$ cat src/rtl/display_scroll_ctrl.sv
// rtl/display_scroll_ctrl.sv - UART byte FIFO feeding a nibble-scrolling 4-digit LED display
// Bytes are queued, then shifted in high nibble first, one nibble per SCROLL_DIV enabled cycles.
module display_scroll_ctrl #(
  parameter int SCROLL_DIV = 16,
  parameter int ERR_HOLD   = 4
) (
  input  logic        clk,
  input  logic        reset,
  input  logic [7:0]  Rx_Data,
  input  logic        Rx_VALID,
  input  logic        FERROR,
  input  logic        PERROR,
  input  logic        scroll_en,
  input  logic        clr,
  output logic [15:0] Char_to_Display,
  output logic        disp_update,
  output logic        fifo_full,
  output logic        fifo_empty,
  output logic        overflow,
  output logic        busy
);

  localparam int DW = $clog2(SCROLL_DIV);
  localparam int EW = $clog2(ERR_HOLD + 1);
  localparam logic [DW-1:0] DIV_LAST = DW'(SCROLL_DIV - 1);
  localparam logic [EW-1:0] ERR_LAST = EW'(ERR_HOLD - 1);

  typedef enum logic [1:0] {IDLE, SHIFT_HI, SHIFT_LO, ERROR} state_t;

  state_t          state;
  logic [7:0]      mem [8];
  logic [2:0]      wr_ptr;
  logic [2:0]      rd_ptr;
  logic [3:0]      count;
  logic [7:0]      hold;
  logic [DW-1:0]   div_cnt;
  logic [EW-1:0]   err_cnt;

  logic clean_byte;
  logic err_byte;
  logic wr_en;
  logic pop;
  logic step;

  assign clean_byte = Rx_VALID & ~FERROR & ~PERROR;
  assign err_byte   = Rx_VALID & (FERROR | PERROR);
  assign fifo_full  = (count == 4'd8);
  assign fifo_empty = (count == 4'd0);
  // Full is judged on the pre-pop count, so a write into a full FIFO is lost even if a pop frees a slot.
  assign wr_en      = clean_byte & ~clr & ~fifo_full;
  assign pop        = (state == IDLE) & scroll_en & ~fifo_empty & ~clr & ~err_byte;
  assign step       = (div_cnt == DIV_LAST);
  assign busy       = (state != IDLE);

  always_ff @(posedge clk) begin
    if (wr_en) mem[wr_ptr] <= Rx_Data;
  end

  always_ff @(posedge clk or negedge reset) begin
    if (!reset) begin
      wr_ptr   <= '0;
      rd_ptr   <= '0;
      count    <= '0;
      overflow <= 1'b0;
    end else if (clr) begin
      wr_ptr   <= '0;
      rd_ptr   <= '0;
      count    <= '0;
      overflow <= 1'b0;
    end else begin
      if (wr_en) wr_ptr <= wr_ptr + 3'd1;
      if (pop)   rd_ptr <= rd_ptr + 3'd1;
      if (clean_byte && fifo_full) overflow <= 1'b1;
      case ({wr_en, pop})
        2'b10:   count <= count + 4'd1;
        2'b01:   count <= count - 4'd1;
        default: count <= count;
      endcase
    end
  end

  always_ff @(posedge clk or negedge reset) begin
    if (!reset) begin
      state           <= IDLE;
      div_cnt         <= '0;
      err_cnt         <= '0;
      hold            <= '0;
      Char_to_Display <= 16'hFFFF;
      disp_update     <= 1'b0;
    end else begin
      disp_update <= 1'b0;
      if (clr) begin
        state           <= IDLE;
        div_cnt         <= '0;
        err_cnt         <= '0;
        Char_to_Display <= 16'hFFFF;
        disp_update     <= 1'b1;
      end else if (err_byte) begin
        state           <= ERROR;
        div_cnt         <= '0;
        err_cnt         <= '0;
        hold            <= '0;
        Char_to_Display <= 16'hAAAA;
        disp_update     <= 1'b1;
      end else begin
        case (state)
          IDLE: begin
            if (pop) begin
              hold    <= mem[rd_ptr];
              div_cnt <= '0;
              state   <= SHIFT_HI;
            end
          end
          SHIFT_HI: begin
            if (scroll_en) begin
              if (step) begin
                Char_to_Display <= {Char_to_Display[11:0], hold[7:4]};
                disp_update     <= 1'b1;
                div_cnt         <= '0;
                state           <= SHIFT_LO;
              end else begin
                div_cnt <= div_cnt + 1'b1;
              end
            end
          end
          SHIFT_LO: begin
            if (scroll_en) begin
              if (step) begin
                Char_to_Display <= {Char_to_Display[11:0], hold[3:0]};
                disp_update     <= 1'b1;
                div_cnt         <= '0;
                state           <= IDLE;
              end else begin
                div_cnt <= div_cnt + 1'b1;
              end
            end
          end
          ERROR: begin
            // The error pattern ignores scroll_en so a frozen display cannot hide the fault forever.
            if (step) begin
              div_cnt <= '0;
              if (err_cnt == ERR_LAST) begin
                err_cnt         <= '0;
                Char_to_Display <= 16'hFFFF;
                disp_update     <= 1'b1;
                state           <= IDLE;
              end else begin
                err_cnt <= err_cnt + 1'b1;
              end
            end else begin
              div_cnt <= div_cnt + 1'b1;
            end
          end
          default: state <= IDLE;
        endcase
      end
    end
  end

endmodule

$ cat config.mk
export PLATFORM = sky130hd
export DESIGN_NAME = display_scroll_ctrl
export DESIGN_NICKNAME = d
export VERILOG_FILES = /design/src/rtl/display_scroll_ctrl.sv
export SDC_FILE = /design/constraint.sdc
export NUM_CORES = 1
export LEC_CHECK = 0
export BUFFER_PORTS_ARGS = -buffer_cell sky130_fd_sc_hd__buf_2
export CAP_MARGIN = 20
export CORE_UTILIZATION = 50
export DETAILED_ROUTE_END_ITERATION = 10
export GPL_TIMING_DRIVEN = 0
export PLACE_DENSITY = 0.69
export SLEW_MARGIN = 20
export SYNTH_ARGS = -nofsm -noshare
export SYNTH_HDL_FRONTEND = slang
export SYNTH_SLANG_ARGS = --single-unit
$ cat constraint.sdc
create_clock -name clk -period 3.1 [get_ports clk]
set_input_delay 0.465 -clock clk [delete_from_list [all_inputs] [get_ports clk]]
set_output_delay 0.465 -clock clk [all_outputs]
set_load 0.01 [all_outputs]
# [Word-level counts from Yosys, hierarchy flattened]
# Memory sizes are Yosys's and may differ from the RTL's.
# Cells that the tools add are included.
# Widths: inputs -> output; s select.
[word_totals] regBits=45 ram_bits=64 out_inout_bits=21 word_cells=118 mem_count=1
[op_classes] add_sub_neg=6 n_eq_ne=16 n_mux=50 bitwise=16 n_reduce_logical=19
[memory_table] name="mem" depth=8 word_bits=8 read_ports=1 rd_clocked_by_memory_dff=0 write_ports=1 line="31" rtl="logic [7:0] mem [8];"
[ops] operator="$mux 16" n=8
[ops] operator="$pmux 16 s3" n=1
[ops] operator="$ne 4x4->1 const B" n=7
[ops] operator="$mux 3" n=9
[ops] operator="$mux 4" n=6
[ops] operator="$mux 8" n=3
[ops] operator="$mux 2" n=9
[ops] operator="$reduce_and 7->1" n=2
[ops] operator="$pmux 4 s3" n=1
[ops] operator="$reduce_bool 2->1" n=6
[ops] operator="$mux 1" n=10
[ops] operator="$add 3x1->3 const B" n=3
[ops] operator="$and 1x1->1" n=9
[ops] operator="$reduce_bool 3->1" n=3
[ops] operator="$add 4x1->4 const B" n=2
[ops] operator="$eq 4x4->1 const B" n=2
[ops] operator="$pmux 2 s4" n=1
[ops] operator="$pmux 4 s2" n=1
[ops] operator="$eq 2x2->1 const B" n=3
[ops] operator="$not 1->1" n=6
[ops] operator="$reduce_bool 5->1" n=1
[ops] operator="$eq 2x1->1 const B" n=2
[ops] operator="$logic_not 4->1" n=1
[ops] operator="$ne 4x1->1 const B" n=1
[ops] operator="other kinds (9)" n=10

# [Logic depth before layout (Yosys ltp)]
[logic_depth] ltp_word=9 mapped_depth=11 depth_no_buf=10

# [Worst setup path after synthesis]
# OpenSTA, ideal clock, no wires.
[synth_path] path_kind="register to register" start="register count[0]" end="register count[3]" setup_time_ns=0.124 arrival_time_ns=2.617 t_required_ns=2.976 path_slack_ns=0.359 stages_incl_launch_ff=11 n_path_buf=1 synth_period_minus_slack_ns=2.741 path_cell_list="dfrtp_1 > nor4b_2 > and3b_1 > buf_2 > nor2_1 > ha_1 > a21o_2 > a21oi_1 > nand2_1 > and4_1 > a211o_1"
[synth_lines] item="start: declaration" line="34" rtl="logic [3:0] count;"
[synth_lines] item="start signal: assignment" line="75" rtl="2'b10: count <= count + 4'd1;"
[synth_lines] item="start signal: assignment" line="76" rtl="2'b01: count <= count - 4'd1;"
[synth_lines] item="start signal: assignment" line="77" rtl="default: count <= count;"
[synth_lines] item="$eq 4x4->1 (*)" line="47" rtl="assign fifo_full = (count == 4'd8);"
[synth_lines] item="net fifo_full" line="17" rtl="output logic fifo_full,"
[synth_lines] item="$not 1->1 (*)" line="50" rtl="assign wr_en = clean_byte & ~clr & ~fifo_full;"
[synth_lines] item="$and 1x1->1 (*)" line="50"
[synth_lines] item="$eq 2x1->1 or $eq 2x2->1 (tied branches)" line="74" rtl="case ({wr_en, pop})"
[synth_lines] item="$pmux 4 s2" line="74"
[synth_lines] item="$mux 4" line="65" rtl="end else if (clr) begin"
# The timed path passes the listed nets; every way through them passes the cells marked *.
# A chain may end at the register's enable or synchronous reset.

# [Worst setup path after layout]
[layout_path] start="register count[0]" end="register count[3]"
[layout_via] elab_chain_cells=8
[layout_rtl] item="$logic_not 4->1" line="48" rtl="assign fifo_empty = (count == 4'd0);"
[layout_rtl] item="$not 1->1" line="51" rtl="assign pop = (state == IDLE) & scroll_en & ~fifo_empty & ~clr & ~err_byte;"
[layout_rtl] item="$and 1x1->1 (3 in series)" line="51"
[layout_rtl] item="$eq 2x1->1 or $eq 2x2->1 (tied branches)" line="74"
[layout_rtl] item="$pmux 4 s2" line="74"
[layout_rtl] item="$mux 4" line="65"
# Parallel ways exist; a longest one is shown, timed or not.

==> summary.md <==
| Metric | Value |
|---|---|
| CTS root buf | clkbuf_8 |
| Overall Global Routing Usage | 0.1908 |
| Drt wl/cell | 16.44 um |
| Post-Synth XOR/XNOR Area | 0.01469 |
| FMAX | 347.6 MHz |
| Yosys reg bits | 109 |
| Number of synthesis warnings | 0 |
| Worst setup EP type | flip-flop |
| CP Max Fanout | 8 |
| Synth Flop Type | edfxtp_1 |
| Least-Margin Pin Slew | 869.5 ps |
| Syn Std Cell Area | 4768 um^2 |
| Adder-Cell Fraction of Synth Area | 0.03569 |
| Hold path start | Rx_Data[6] |
| Die Y | 99.66 um |
| PortBufs | 34 |
| Detailed Place HPWL | 5976 um |
| First-pass GRT wire length | 14110 um |
| Finished Layout Cells | 533 |
| Grt total ovfl | 0 |
| Via count | 2909 |
| Worst-path clk slew | 100 ps |
| Hold WS | 357.1 ps |
| Largest family of logic cells by synthesized area | multiplexers |
| Fin crit share | 0.9281 |
| Io pins | 36 |
| Max_cap viols | 0 |
| Slew HR | 0.4182 |
| Placed cell count | 514 |
| Critical path type | flip-flop to flip-flop |
| Max-slew violations | 0 |
| Cell count after synthesis | 350 |
| Mapped Nets | 378 |
| Compound-gate portion of the synthesized area | 0.07898 |
| Avg Cell Area, Syn | 13.62 um^2 |
| Area growth from synthesis to layout | 12.31% |
| Post-DRT Antenna Nets | 0 |
| Status | finished, final reports clean |
| Chip width | 99.66 um |
| Reg-to-reg startpoint | count[0]$_DFFE_PN0P_ |
| Setup violators final | 0 |
| Core footprint | 9240 um^2 |
| RD Place Congestion | 0.7494 |
| Mux contribution to synthesized area | 0.1076 |
| VDD IR max | 363.3 uV |
| Diode count | 0 |
| DRT iter0 DRCs | 125 |
| Clk Latency, worst-skew pair | 380 ps |
| CTS tree | done |
| CP Launch Point | count[0]$_DFFE_PN0P_ |
| Post-Route Skew | 9.347 ps |
| Fraction of layout cells with a size suffix above 1 | 0.2500 |
| RSZ-0062 raised after global routing | false |
| CP Launch Type | flip-flop |
| Starting Density | 0.5160 |
| Placed Area | 5131 um^2 |
| Netlist cell types | 44 |
| DR vias/cell | 5.458 |
| CP max stage delay | 510 ps |
| Post-synth EDFFs | 64 |
| CTS Buffer Depth | 2 |
| CTS Buf Count | 9 |
| Leak Pwr | 1.963 nW |
| Initial antenna violation count | 0 |
| CP cell instances | nor4b_2 > and3b_1 > buf_2 > nor2_1 > ha_1 > a21o_2 > a21oi_1 > nand2_1 > and4_1 > a211o_1 |
| Slowest-stage cell, CP | dfrtp_1 |
| HP Class | input port to flip-flop |
| Register area share after synthesis | 0.6434 |
| Pwr dens | 506.8 nW/um^2 |
| WP data arrival | 3150 ps |
| Vias in the first global route | 2766 |
| Die ar. | 9931 um^2 |
| DRT Pass-1 Iters | 4 |
| Drt drc | 0 |
| Layout Nets | 427 |
| Largest net degree at the start of global routing | 46 |
| Cell area after layout | 5355 um^2 |
| # H-tree levels | 3 |
| Total detailed-routing wirelength | 8761 um |
| Tot Pwr | 2.714 mW |
| Worst endpoint required time | 3370 ps |
| Post-synth ARST share | 0.4128 |
| Reg-to-reg slack, setup | 220 ps |
| Final Hold Vio Count | 0 |
| Min Tclk post-route | 2877 ps |
| Std cell rows | 35 |
| CTS sink count | 109 |
| Post-Synth Simple-Gate Area | 0.1010 |
[critical path: cells and delay by family, from the launching register on]
kind                       cells  cell delay, ps
DFF                            1             510
buffers and inverters          1             180
and+or+nand+nor                5            1160
adders and majority gates      1             290
AOI/OAI and AO/OA              3             620
[through the flow]
stage	setup WS, ps	util	setup TNS (ps)
3_3_place_gp	-13.40	0.5519	-13.40
4_1_cts	19.76	0.5751	0
5_1_grt	3.877	0.5796	0
3_5_place_dp	-53.14	0.5553	-53.14
2_1_floorplan	358.9	-	0
6_report	222.9	0.5796	0
[area by class of cell]
| cell class | instances | area [um^2] |
|---|---|---|
| inverters | 5 | 18.77 |
| clock buffers | 9 | 123.9 |
| flip-flops and latches | 109 | 3068 |
| multi-input cells | 219 | 1638 |
| clock inverters | 7 | 58.81 |
| plain buffers | 16 | 66.31 |
| well taps | 129 | 161.4 |
| fillers | 750 | 3885 |
| repair buffers | 39 | 220.2 |
[power breakdown]
| group | internal, mW | total, mW | switching, mW | leakage (nW) |
|---|---|---|---|---|
| registers | 1.59 | 1.62 | 0.0330 | 1.14 |
| logic | 0.116 | 0.291 | 0.175 | 0.729 |
| clock network | 0.306 | 0.799 | 0.493 | 0.0926 |
| total | 2.01 | 2.71 | 0.700 | 1.96 |
[placed cells by master (no fill, tap or decap), types with 2 or more instances in the layout]
| master | instances |
|---|---|
| dfrtp_1 | 29 |
| buf_4 | 2 |
| nor2_1 | 42 |
| clkbuf_8 | 9 |
| mux2_2 | 2 |
| edfxtp_1 | 64 |
| nand2b_1 | 2 |
| a31oi_1 | 12 |
| ha_1 | 12 |
| or3_1 | 2 |
| xor2_1 | 4 |
| a211o_1 | 2 |
| o31ai_1 | 3 |
| nor3_1 | 4 |
| inv_8 | 3 |
| nor3_2 | 4 |
| nand3_1 | 6 |
| buf_1 | 3 |
| o21ai_0 | 24 |
| xnor2_1 | 4 |
| nand2_1 | 31 |
| buf_2 | 40 |
| nor4_2 | 2 |
| and3_1 | 2 |
| o21ai_1 | 2 |
| mux4_2 | 16 |
| a21oi_1 | 13 |
| a22oi_1 | 2 |
| inv_1 | 5 |
| dfstp_2 | 16 |
| clkbuf_1 | 8 |
| mux2i_1 | 13 |
[per-layer routing]
metal,share of wire,track usage,up-vias
li1,-,-,1402
met1,0.46,0.2562,1436
met2,0.50,0.3114,59
met3,0.031,0.03795,12
met4,0.013,0.06900,0
met5,0,0,-
[Yosys cell counts, types with 8 or more instances]
library cell  instances  area share
a31oi_1              12       0.016
dfstp_2              16       0.088
a21oi_1              13       0.014
clkbuf_1              9      0.0071
edfxtp_1             64        0.40
mux4_2               16       0.076
nor3_1                8      0.0084
nand2_1              31       0.024
mux2i_1              13       0.027
ha_1                 12       0.031
dfrtp_1              29        0.15
o21ai_0              24       0.025
nor2_1               42       0.033
[worst paths after layout]
path	endpoint	cells after the start
max	count[3]$_DFFE_PN0P_	10
min	mem[6][6]$_DFFE_PP_	1
max reg2reg	count[3]$_DFFE_PN0P_	10
min reg2reg	hold[2]$_DFFE_PN0P_	2
max in group asynchronous	Char_to_Display[11]$_DFFE_PN1P_	3
min in group asynchronous	overflow$_DFFE_PN0P_	2
[logic make-up after synthesis]
| logic type | after synthesis |
|---|---|
| xor gates and xnor gates | 8 |
| DFF | 109 |
| muxes | 31 |
| buffers and inverters | 22 |
| adders and majority gates | 13 |
| AOI/OAI and AO/OA | 64 |
| and+or+nand+nor | 103 |
[state kept, by name, summed over array words and instances, names as in the netlist]
name	cells
Char_to_Display	16
overflow	1
err_cnt	3
mem	64
count	4
state	2
disp_update	1
hold	8
rd_ptr	3
div_cnt	4
wr_ptr	3
[what timing repair did]
action / in CTS / in global routing
gates resized for setup: 0 / 0
setup buffers: 0 / 2
endpoints found under the setup margin: 0 / 1
hold buffers: 0 / 1
endpoints found under the hold margin: 0 / 10
Power figures use the tool's default switching activity.
